**config.mk**
```make
export PLATFORM = sky130hd
export DESIGN_NAME = fetch_ctrl_flat
export DESIGN_NICKNAME = d
export VERILOG_FILES = /design/src/rtl/fetch_ctrl_if.sv /design/src/rtl/fetch_ctrl.sv /design/src/flat_wrapper.sv
export SDC_FILE = /design/constraint.sdc
export NUM_CORES = 1
export LEC_CHECK = 0
export CORE_MARGIN = 10
export CORE_UTILIZATION = 52
export CTS_CLUSTER_DIAMETER = 100
export DETAILED_ROUTE_END_ITERATION = 8
export PLACE_DENSITY = 0.86
export SETUP_SLACK_MARGIN = 0.15
export SLEW_MARGIN = 20
export SYNTH_ARGS = -nofsm -noshare
export SYNTH_HDL_FRONTEND = slang
export SYNTH_SLANG_ARGS = --single-unit
```
**constraint.sdc**
```tcl
create_clock -name clock_in -period 11.41 [get_ports clock_in]
set_input_delay 1.7115 -clock clock_in [delete_from_list [all_inputs] [get_ports clock_in]]
set_output_delay 1.7115 -clock clock_in [all_outputs]
set_load 0.02 [all_outputs]
```
**src/rtl/fetch_ctrl_if.sv**
```systemverilog
// fetch_ctrl_if: instruction-memory and decode-side signal bundle for fetch_ctrl
// Optional misalign_out port exists only when FETCH_CTRL_MISALIGN_CHECK_EN is defined.
interface fetch_ctrl_if #(
    parameter int DATA_WIDTH = 32
);
    logic                  fetch_ctrl_mem_req_out;
    logic [DATA_WIDTH-1:0] fetch_ctrl_mem_addr_out;
    logic                  fetch_ctrl_mem_gnt_in;
    logic                  fetch_ctrl_mem_rvalid_in;
    logic [DATA_WIDTH-1:0] fetch_ctrl_mem_rdata_in;
    logic                  fetch_ctrl_stall_in;
    logic                  fetch_ctrl_redirect_in;
    logic [DATA_WIDTH-1:0] fetch_ctrl_redirect_addr_in;
    logic                  fetch_ctrl_instr_valid_out;
    logic [DATA_WIDTH-1:0] fetch_ctrl_instr_out;
    logic [DATA_WIDTH-1:0] fetch_ctrl_instr_pc_out;
`ifdef FETCH_CTRL_MISALIGN_CHECK_EN
    logic                  fetch_ctrl_misalign_out;
`endif

    modport master (
`ifdef FETCH_CTRL_MISALIGN_CHECK_EN
        output fetch_ctrl_misalign_out,
`endif
        output fetch_ctrl_mem_req_out,
        output fetch_ctrl_mem_addr_out,
        input  fetch_ctrl_mem_gnt_in,
        input  fetch_ctrl_mem_rvalid_in,
        input  fetch_ctrl_mem_rdata_in,
        input  fetch_ctrl_stall_in,
        input  fetch_ctrl_redirect_in,
        input  fetch_ctrl_redirect_addr_in,
        output fetch_ctrl_instr_valid_out,
        output fetch_ctrl_instr_out,
        output fetch_ctrl_instr_pc_out
    );

    modport slave (
`ifdef FETCH_CTRL_MISALIGN_CHECK_EN
        input  fetch_ctrl_misalign_out,
`endif
        input  fetch_ctrl_mem_req_out,
        input  fetch_ctrl_mem_addr_out,
        output fetch_ctrl_mem_gnt_in,
        output fetch_ctrl_mem_rvalid_in,
        output fetch_ctrl_mem_rdata_in,
        output fetch_ctrl_stall_in,
        output fetch_ctrl_redirect_in,
        output fetch_ctrl_redirect_addr_in,
        input  fetch_ctrl_instr_valid_out,
        input  fetch_ctrl_instr_out,
        input  fetch_ctrl_instr_pc_out
    );
endinterface

```
**src/rtl/fetch_ctrl.sv**
```systemverilog
// fetch_ctrl: single-outstanding instruction fetch FSM (IDLE/REQ/WAIT/HOLD) with redirect and kill
// Define FETCH_CTRL_MISALIGN_CHECK_EN to reject redirects whose target is not word aligned.
module fetch_ctrl #(
    parameter int                    DATA_WIDTH   = 32,
    parameter logic [DATA_WIDTH-1:0] RESET_VECTOR = '0
) (
    input logic          clock_in,
    input logic          reset_in,
    fetch_ctrl_if.master bus
);
    typedef enum logic [1:0] {IDLE, REQ, WAIT, HOLD} state_t;

    state_t                state;
    logic [DATA_WIDTH-1:0] pc;
    logic                  kill;
    logic                  mem_req;
    logic [DATA_WIDTH-1:0] mem_addr;
    logic                  instr_valid;
    logic [DATA_WIDTH-1:0] instr;
    logic [DATA_WIDTH-1:0] instr_pc;
    logic                  redirect;
    logic [DATA_WIDTH-1:0] pc_sel;
    logic [DATA_WIDTH-1:0] pc_inc;

`ifdef FETCH_CTRL_MISALIGN_CHECK_EN
    logic misaligned;
    logic misalign;

    assign misaligned = bus.fetch_ctrl_redirect_in && (bus.fetch_ctrl_redirect_addr_in[1:0] != 2'b00);
    assign redirect   = bus.fetch_ctrl_redirect_in && !misaligned;
    assign bus.fetch_ctrl_misalign_out = misalign;

    // one-cycle pulse flagging a rejected unaligned redirect
    always_ff @(posedge clock_in or posedge reset_in) begin
        if (reset_in) misalign <= 1'b0;
        else          misalign <= misaligned;
    end
`else
    assign redirect = bus.fetch_ctrl_redirect_in;
`endif

    assign pc_sel = redirect ? bus.fetch_ctrl_redirect_addr_in : pc;
    assign pc_inc = pc + DATA_WIDTH'(4);

    assign bus.fetch_ctrl_mem_req_out     = mem_req;
    assign bus.fetch_ctrl_mem_addr_out    = mem_addr;
    assign bus.fetch_ctrl_instr_valid_out = instr_valid;
    assign bus.fetch_ctrl_instr_out       = instr;
    assign bus.fetch_ctrl_instr_pc_out    = instr_pc;

    // fetch FSM; every output is registered alongside the state transition that implies it
    always_ff @(posedge clock_in or posedge reset_in) begin
        if (reset_in) begin
            state       <= IDLE;
            pc          <= RESET_VECTOR;
            kill        <= 1'b0;
            mem_req     <= 1'b0;
            mem_addr    <= RESET_VECTOR;
            instr_valid <= 1'b0;
            instr       <= '0;
            instr_pc    <= '0;
        end else begin
            case (state)
                IDLE: begin
                    state    <= REQ;
                    mem_req  <= 1'b1;
                    pc       <= pc_sel;
                    mem_addr <= pc_sel;
                end
                REQ: begin
                    pc <= pc_sel;
                    if (bus.fetch_ctrl_mem_gnt_in) begin
                        state   <= WAIT;
                        mem_req <= 1'b0;
                        kill    <= redirect;
                    end else begin
                        mem_addr <= pc_sel;
                    end
                end
                WAIT: begin
                    if (bus.fetch_ctrl_mem_rvalid_in && !kill && !redirect) begin
                        state       <= HOLD;
                        instr       <= bus.fetch_ctrl_mem_rdata_in;
                        instr_pc    <= pc;
                        instr_valid <= 1'b1;
                        pc          <= pc_inc;
                    end else begin
                        pc <= pc_sel;
                        if (bus.fetch_ctrl_mem_rvalid_in) begin
                            state    <= REQ;
                            kill     <= 1'b0;
                            mem_req  <= 1'b1;
                            mem_addr <= pc_sel;
                        end else if (redirect) begin
                            kill <= 1'b1;
                        end
                    end
                end
                HOLD: begin
                    if (redirect || !bus.fetch_ctrl_stall_in) begin
                        state       <= REQ;
                        instr_valid <= 1'b0;
                        mem_req     <= 1'b1;
                        pc          <= pc_sel;
                        mem_addr    <= pc_sel;
                    end
                end
                default: state <= IDLE;
            endcase
        end
    end
endmodule

```
**src/flat_wrapper.sv**
```systemverilog
// flat-port wrapper written by rule: the top's interface ports become plain ports
module fetch_ctrl_flat 
#(
    parameter int                    DATA_WIDTH   = 32,
    parameter logic [DATA_WIDTH-1:0] RESET_VECTOR = '0
)
  (clock_in, reset_in, bus_fetch_ctrl_mem_req_out, bus_fetch_ctrl_mem_addr_out, bus_fetch_ctrl_mem_gnt_in, bus_fetch_ctrl_mem_rvalid_in, bus_fetch_ctrl_mem_rdata_in, bus_fetch_ctrl_stall_in, bus_fetch_ctrl_redirect_in, bus_fetch_ctrl_redirect_addr_in, bus_fetch_ctrl_instr_valid_out, bus_fetch_ctrl_instr_out, bus_fetch_ctrl_instr_pc_out);
  fetch_ctrl_if #(.DATA_WIDTH(DATA_WIDTH)) bus_i ();
  input logic clock_in;
  input logic reset_in;
  output wire logic [$bits(bus_i.fetch_ctrl_mem_req_out)-1:0] bus_fetch_ctrl_mem_req_out;
  output wire logic [$bits(bus_i.fetch_ctrl_mem_addr_out)-1:0] bus_fetch_ctrl_mem_addr_out;
  input wire logic [$bits(bus_i.fetch_ctrl_mem_gnt_in)-1:0] bus_fetch_ctrl_mem_gnt_in;
  input wire logic [$bits(bus_i.fetch_ctrl_mem_rvalid_in)-1:0] bus_fetch_ctrl_mem_rvalid_in;
  input wire logic [$bits(bus_i.fetch_ctrl_mem_rdata_in)-1:0] bus_fetch_ctrl_mem_rdata_in;
  input wire logic [$bits(bus_i.fetch_ctrl_stall_in)-1:0] bus_fetch_ctrl_stall_in;
  input wire logic [$bits(bus_i.fetch_ctrl_redirect_in)-1:0] bus_fetch_ctrl_redirect_in;
  input wire logic [$bits(bus_i.fetch_ctrl_redirect_addr_in)-1:0] bus_fetch_ctrl_redirect_addr_in;
  output wire logic [$bits(bus_i.fetch_ctrl_instr_valid_out)-1:0] bus_fetch_ctrl_instr_valid_out;
  output wire logic [$bits(bus_i.fetch_ctrl_instr_out)-1:0] bus_fetch_ctrl_instr_out;
  output wire logic [$bits(bus_i.fetch_ctrl_instr_pc_out)-1:0] bus_fetch_ctrl_instr_pc_out;
  assign bus_fetch_ctrl_mem_req_out = bus_i.fetch_ctrl_mem_req_out;
  assign bus_fetch_ctrl_mem_addr_out = bus_i.fetch_ctrl_mem_addr_out;
  assign bus_i.fetch_ctrl_mem_gnt_in = bus_fetch_ctrl_mem_gnt_in;
  assign bus_i.fetch_ctrl_mem_rvalid_in = bus_fetch_ctrl_mem_rvalid_in;
  assign bus_i.fetch_ctrl_mem_rdata_in = bus_fetch_ctrl_mem_rdata_in;
  assign bus_i.fetch_ctrl_stall_in = bus_fetch_ctrl_stall_in;
  assign bus_i.fetch_ctrl_redirect_in = bus_fetch_ctrl_redirect_in;
  assign bus_i.fetch_ctrl_redirect_addr_in = bus_fetch_ctrl_redirect_addr_in;
  assign bus_fetch_ctrl_instr_valid_out = bus_i.fetch_ctrl_instr_valid_out;
  assign bus_fetch_ctrl_instr_out = bus_i.fetch_ctrl_instr_out;
  assign bus_fetch_ctrl_instr_pc_out = bus_i.fetch_ctrl_instr_pc_out;
  fetch_ctrl #(.DATA_WIDTH(DATA_WIDTH), .RESET_VECTOR(RESET_VECTOR)) u_core (.clock_in(clock_in), .reset_in(reset_in), .bus(bus_i));
endmodule
```
==> flow_summary.json <==
{
  "cts_made_buffers": 17,
  "grt.busiest_layer": "met2",
  "max-vdd-ir-drop_v": 0.000160,
  "post_drt_wl_per_cell_um": 18.5,
  "hold_depth": 2,
  "worst_pin_slew_ns": 0.996,
  "grt_use_met3_pct": 6.45,
  "nets": 878,
  "cts_buffer_depth": 2,
  "cts_tree": "done",
  "root_buffer": "clkbuf_16",
  "crit_slowest_cell": "nand3b_1",
  "crit_type": "in2reg",
  "syn_area_per_cell_sq_um": 9.26,
  "crit_required_ns": 11.71,
  "clockPowerShare_pct": 29.6,
  "drt_first_pass_iters": 5,
  "clock-sinks": 133,
  "status": "complete, no violations",
  "synth_top_area_share_pct": 55.0,
  "rows": 39,
  "area_delta_synth_final_pct": 39.8,
  "vias": 5366,
  "io_pins": 168,
  "grt_pass1_vias": 5485,
  "fin_crit_sh_pct": 40.6,
  "drt-initial-drc-count": 664,
  "grt_use_total_pct": 21.0,
  "finalCriticalPeriod_ns": 4.64,
  "final-hold-violation-count": 0,
  "max_freq_mhz": 216,
  "power_frac_seq_pct": 34.8,
  "setup_viol": 0,
  "die_height_um": 128,
  "synth_area_leader_cell": "dfrtp_1",
  "yosys-top-cells-area": "dfrtp_1, nand2_1, o21ai_0",
  "drt-total-wl_um": 17800,
  "drive_above_1_share_pct": 7.47,
  "internal_power_uw": 1400,
  "reg2reg_setup_slack_ns": 8.06,
  "synth_edf_count": 0,
  "post-dp-hpwl_um": 12200,
  "netSwitchingFraction_pct": 34.2,
  "ys_async_sr_fraction_pct": 100,
  "setup_tns_ns": 0,
  "routabilityCongestion": 0.839,
  "hold_end": "u_core.bus.fetch_ctrl_instr_pc_out[0]$_DFFE_PP0P_",
  "worstPathArrival_ns": 4.94,
  "crit_path_start_kind": "primary input",
  "utilization_pct": 74.1,
  "cts_hold_buf": 0,
  "die_area_sq_um": 16300,
  "ys_ff_latch": 133,
  "drtAntennaViolNets": 0,
  "grt_max_degree": 83,
  "dp_cells": 928,
  "post-cts-setup-buffers": 0,
  "grt_first_pass_wirelength_um": 28000,
  "min-delay-path-class": "reg2reg",
  "die_w_um": 128,
  "critPathCaptureType": "flip-flop",
  "num_antenna_cells": 0,
  "power.switching_uw": 730,
  "fin_cells": 960,
  "yosysUniqueCellTypes": 54,
  "syn_inst": 653,
  "via_per_inst": 5.59,
  "critPathMaxFanout": 58,
  "htreeDepth": 4,
  "synth.net_count": 727,
  "synth_area_sq_um": 6050,
  "p_leak_uw": 0.00382,
  "crit_path_cell_trace": "buf_2 > buf_4 > nand3b_1 > o21ai_0 > nand3b_1 > buf_4 > mux2_2",
  "drv_slew": 0,
  "clock_latency_ns": 0.42,
  "synth_flop_cell": "dfrtp_1",
  "grt_setup_unrepaired": "no",
  "use_met1_pct": 26.6,
  "reg2regPathDepth": 6,
  "max_cap_viol_count": 0,
  "power.density_nw_per_um2": 252,
  "numPortBuffers": 167,
  "drc": 0,
  "clkTransAtPathRegs_ns": 0.06,
  "critPathLaunch": "bus_fetch_ctrl_redirect_in",
  "core_area_sq_um": 11400,
  "regToRegStartpoint": "u_core.state[0]$_DFFE_PP0P_",
  "grt_antenna_before_repair": 0,
  "cp_slowest_stage_delay_ns": 0.84,
  "relSlewSlack_pct": 33.6,
  "cts_resized": 0,
  "hp-start": "u_core.bus.fetch_ctrl_instr_pc_out[0]$_DFFE_PP0P_",
  "regToRegEndpoint": "u_core.bus.fetch_ctrl_mem_addr_out[1]$_DFFE_PP0P_",
  "start_util_pct": 53.0,
  "grt.overflow.total": 0,
  "combPwrFrac_pct": 35.6,
  "skew_ns": 0.00621,
  "ys_warn_count": 0,
  "ys_seq_area_share_pct": 55.0,
  "grtUsageMet2_pct": 34.2
}
-- cells in the mapped netlist, types with 2 or more instances --
cell type and n:
mux2i_1 16, nor4_1 3, nor4_4 2, nand4_1 16, and4_2 2, nor3_1 2, nand2_1 244, or2_2 2
inv_1 13, buf_1 7, clkbuf_1 16, xor2_1 9, dfrtp_1 133, o22ai_1 3, nand3_1 7, a21oi_1 20
and4_1 3, mux2_2 7, o21ai_0 62, ha_1 4, a21boi_0 15, and3_1 3, xnor2_1 6, nor2_1 13
buf_2 12, o2bb2a_1 2, o31ai_1 2, nand3b_1 3
-- layout make-up --
class / count / area (sq um)
clock inverters: 12 / 223
inverters: 13 / 53.8
clock buffers: 20 / 467
fillers: 819 / 2960
multi-input cells: 468 / 2510
repair buffers: 171 / 1700
flip-flops and latches: 133 / 3330
well taps: 143 / 179
-- critical path: cells and delay by family --
| family | cells | cell delay (ns) |
|---|---|---|
| AND/OR/NAND/NOR | 2 | 1.38 |
| buffers and inverters | 3 | 1.12 |
| AO/OA/AOI/OAI | 1 | 0.40 |
| multiplexers | 1 | 0.31 |
-- sequential cells by signal (all words and copies together) (netlist names) --
name and cells:
u_core.bus.fetch_ctrl_instr_valid_out 1, u_core.bus.fetch_ctrl_instr_out 32, u_core.state 2, u_core.bus.fetch_ctrl_instr_pc_out 32, u_core.kill 1, u_core.bus.fetch_ctrl_mem_req_out 1
u_core.pc 32, u_core.bus.fetch_ctrl_mem_addr_out 32
-- layout by cell type, fill, tap and decap left out, types with 3 or more instances in the layout --
master,count
ha_1,4
nand2_1,244
nand4_1,16
o21ai_0,62
xnor2_1,6
nand3_1,7
clkbuf_16,17
a21boi_0,15
bufinv_16,6
o22ai_1,3
buf_4,4
nor2_1,13
a21oi_1,19
clkbuf_8,3
mux2i_1,16
inv_1,12
mux2_2,7
and4_1,3
nand3b_1,3
dfrtp_1,133
nor4_1,3
and3_1,3
xor2_1,9
clkdlybuf4s50_1,166
-- per-layer routing --
metal / up-vias / part of all wire [%]
li1: 2496 / -
met1: 2603 / 43
met2: 251 / 48
met3: 16 / 8.7
met4: 0 / 0.93
met5: - / 0
-- power groups by stage --
stage | sequential (uW) | clock [uW] | combinational, uW
final | 742 | 632 | 759
after global routing | 762 | 658 | 817
after CTS | 742 | 635 | 769
after detailed placement | 747 | 0 | 763
after global placement | 739 | 0 | 742
after floorplan | 897 | 0 | 211
-- through the flow --
step	power [uW]	hold WS, ns	worst slack, ns	instance area [sq um]
global route	2240	0.495	6.49	8460
CTS	2150	0.475	6.80	8460
global placement	1480	0.455	6.58	7770
floorplan	1110	0.435	6.14	6050
detailed placement	1510	0.461	6.43	7770
finish	2130	0.469	6.77	8460
-- how the worst max path moves through the flow --
| stage | to | depth (start not counted) |
|---|---|---|
| floorplan | u_core.bus.fetch_ctrl_instr_out[0]$_DFFE_PP0P_ | 1 |
| global placement | u_core.bus.fetch_ctrl_mem_addr_out[1]$_DFFE_PP0P_ | 7 |
| detailed placement | u_core.bus.fetch_ctrl_mem_addr_out[0]$_DFFE_PP0P_ | 7 |
| CTS | u_core.bus.fetch_ctrl_mem_addr_out[1]$_DFFE_PP0P_ | 7 |
| global route | u_core.bus.fetch_ctrl_mem_addr_out[1]$_DFFE_PP0P_ | 7 |
| finish | u_core.bus.fetch_ctrl_mem_addr_out[1]$_DFFE_PP0P_ | 7 |
-- logic make-up after synthesis --
family,synth area share (%)
buffers and inverters,3.79
adder cells (fa/ha/maj),0.827
multiplexers,3.95
XOR/XNOR,2.17
flip-flops,55.0
AO/OA/AOI/OAI,11.5
AND/OR/NAND/NOR,22.8
Note: power is estimated with default switching activity, not from simulation.
==> edit, RTL diff (same flow settings) <==
Encoding of `state_t`: now Gray code (2 bits for 4 states).
--- a/src/rtl/fetch_ctrl.sv
+++ b/src/rtl/fetch_ctrl.sv
@@ -8,7 +8,7 @@
     input logic          reset_in,
     fetch_ctrl_if.master bus
 );
-    typedef enum logic [1:0] {IDLE, REQ, WAIT, HOLD} state_t;
+    typedef enum logic [1:0] {IDLE = 2'b00, REQ = 2'b01, WAIT = 2'b11, HOLD = 2'b10} state_t;
 
     state_t                state;
     logic [DATA_WIDTH-1:0] pc;
Check against the original RTL: same outputs for any inputs over 4 cycles, from zero or initial values and one cycle with reset_in high; so few cycles prove little.
==> edit against the unedited design <==
Sequential cell count stayed put. Design area shrank 2.1%. Power increased by 5.6%. Wire length is 6.3% lower. Setup slack got worse by 0.26 ns. Clock power fell by 6.3%. Utilization rose by 1.6 points. Synthesized cell count down 8.7%. Register-to-register slack better by 0.02 ns. Combinational power rose by 17%. Non-clock buffer count unchanged. Synthesized area decreased by 3.4%. Sequential power up 3.9%.
==> edit: results (changes against the unedited design) <==
status=completed (unchanged); Final Critical Period=4.90 ns (was 4.64 ns); post-cts resize count=0 (unchanged); synth warn=0 (unchanged); r2r startpoint=u_core.state[0]$_DFFE_PP0P_ (unchanged); Setup Skew=0.00702 ns (was 0.00621 ns); vias=4903 (was 5366); number of fill cells=725 (was 819); static leakage=3.65 nW (was 3.82 nW); initial antenna violation count=0 (unchanged); dpl hpwl=11.7 mm (was 12.2 mm); DR pass1 iterations=5 (unchanged); critical path launch point=bus_fetch_ctrl_redirect_in (unchanged); max_cap viols=0 (unchanged); register area share after synthesis=57.0% (was 55.0%); first-pass GRT wire length=27.0 mm (was 28.0 mm); syn nets=667 (was 727); H-tree depth=4 (unchanged); Commonest cells post-synth=nand2_1 (182), dfrtp_1 (133), o21ai_0 (68) (was nand2_1 (244), dfrtp_1 (133), o21ai_0 (62)); worst-path maximum fanout=92 (was 58); Routed WL=16.7 mm (was 17.8 mm); total track usage=20.7% (was 21.0%); FF-to-FF setup slack=8.08 ns (was 8.06 ns); clk slew on worst S/H paths=0.06 ns (about the same); Unique masters post-synth=50 (was 54); global placer's final weighted congestion=0.871 (was 0.839); Placed Area=7600 µm² (was 7770 µm²); worst min path class=reg -> reg (unchanged); clk buf depth=2 (unchanged); count of pins over their slew limit=0 (unchanged); clk root buf=clkbuf_16 (unchanged); post-CTS setup buffers=0 (unchanged); TritonCTS Buffers=17 (unchanged); WP data arrival=5.19 ns (was 4.94 ns); share of cells above drive strength 1=11.6% (was 7.47%); Worst VDD drop=0.000146 V (was 0.000160 V); kind of critical path=in -> reg (unchanged); PortBufs=167 (unchanged); share of flip-flops with an asynchronous set or reset=100% (unchanged); synth top area cells=dfrtp_1 (57%), nand2_1 (12%), mux2_2 (7.9%) (was dfrtp_1 (55%), nand2_1 (15%), o21ai_0 (5.1%)); cells on worst reg2reg path=7 (was 6); number of antenna diodes=0 (unchanged); Slew Limit Headroom=37.2% (was 33.6%); CP max stage delay=0.77 ns (was 0.84 ns); FF-to-FF End=u_core.bus.fetch_ctrl_mem_addr_out[18]$_DFFE_PP0P_ (was u_core.bus.fetch_ctrl_mem_addr_out[1]$_DFFE_PP0P_); antenna viol nets, final=0 (unchanged); largest net degree at the start of global routing=93 (was 83); final net count=827 (was 878); Clock Latency Late Sink=0.42 ns (about the same); DRT iter0 DRCs=456 (was 664); number of global-route vias before repair=5078 (was 5485); dpl ws=6.11 ns (was 6.43 ns); critical path's slowest cell=nand2_4 (was nand3b_1)
[edit: metal layers]
layer / GRT usage, % / wire length (µm) / vias up
met5: 0 / 0 / -
met1: 25.8 / 7150 / 2346
li1: - / - / 2299
met3: 6.88 / 1360 / 22
met4: 6.36 / 239 / 0
met2: 33.5 / 7910 / 236
[edit: cells by family (layout without fill, tap and decap cells)]
| kind of cell | count (synthesis) | after routing | synth area share, % |
|---|---|---|---|
| simple gates | 249 | 249 | 18.7 |
| flops | 133 | 133 | 57.0 |
| compound gates | 90 | 90 | 8.50 |
| buf+inv | 57 | 230 | 3.90 |
| mux | 44 | 44 | 8.42 |
| xor+xnor | 22 | 22 | 3.30 |
| fa+ha+maj | 1 | 1 | 0.214 |
[edit: final cells by class]
type / count / area, µm² / share of cell area, %
clock buffer: 21 / 480 / 5.80
inverter: 27 / 106 / 1.28
tap: 140 / 175 / 2.12
sequential: 133 / 3330 / 40.2
multi-input combinational: 406 / 2300 / 27.8
timing repair buffer: 171 / 1720 / 20.7
clock inverter: 11 / 170 / 2.06
[edit: critical path: cells and delay by family]
kind	cells	cell delay, ns
buf+inv	5	1.74
simple gates	3	1.39
mux	1	0.31
[edit: how the worst min path moves through the flow]
stage,from,slack [ns],cells after the start,end
2_1_floorplan,u_core.pc[0]$_DFFE_PP0P_,0.43,2,u_core.bus.fetch_ctrl_instr_pc_out[0]$_DFFE_PP0P_
3_3_place_gp,u_core.pc[0]$_DFFE_PP0P_,0.44,2,u_core.bus.fetch_ctrl_instr_pc_out[0]$_DFFE_PP0P_
3_5_place_dp,u_core.pc[1]$_DFFE_PP0P_,0.45,2,u_core.bus.fetch_ctrl_instr_pc_out[1]$_DFFE_PP0P_
4_1_cts,u_core.pc[1]$_DFFE_PP0P_,0.46,2,u_core.bus.fetch_ctrl_instr_pc_out[1]$_DFFE_PP0P_
5_1_grt,u_core.bus.fetch_ctrl_instr_out[1]$_DFFE_PP0P_,0.49,2,u_core.bus.fetch_ctrl_instr_out[1]$_DFFE_PP0P_
6_report,u_core.pc[1]$_DFFE_PP0P_,0.47,2,u_core.bus.fetch_ctrl_instr_pc_out[1]$_DFFE_PP0P_
[edit: through the flow]
step,util [%],cells
6_report,75.7,909
5_1_grt,75.7,909
4_1_cts,75.4,908
3_5_place_dp,69.5,876
3_3_place_gp,69.5,876
2_1_floorplan,-,596
[edit: power breakdown]
group	leakage (nW)	internal [mW]	switching [mW]
sequential	1.63	0.653	0.118
clock	0.312	0.389	0.203
combinational	1.71	0.424	0.463
total	3.65	1.47	0.785
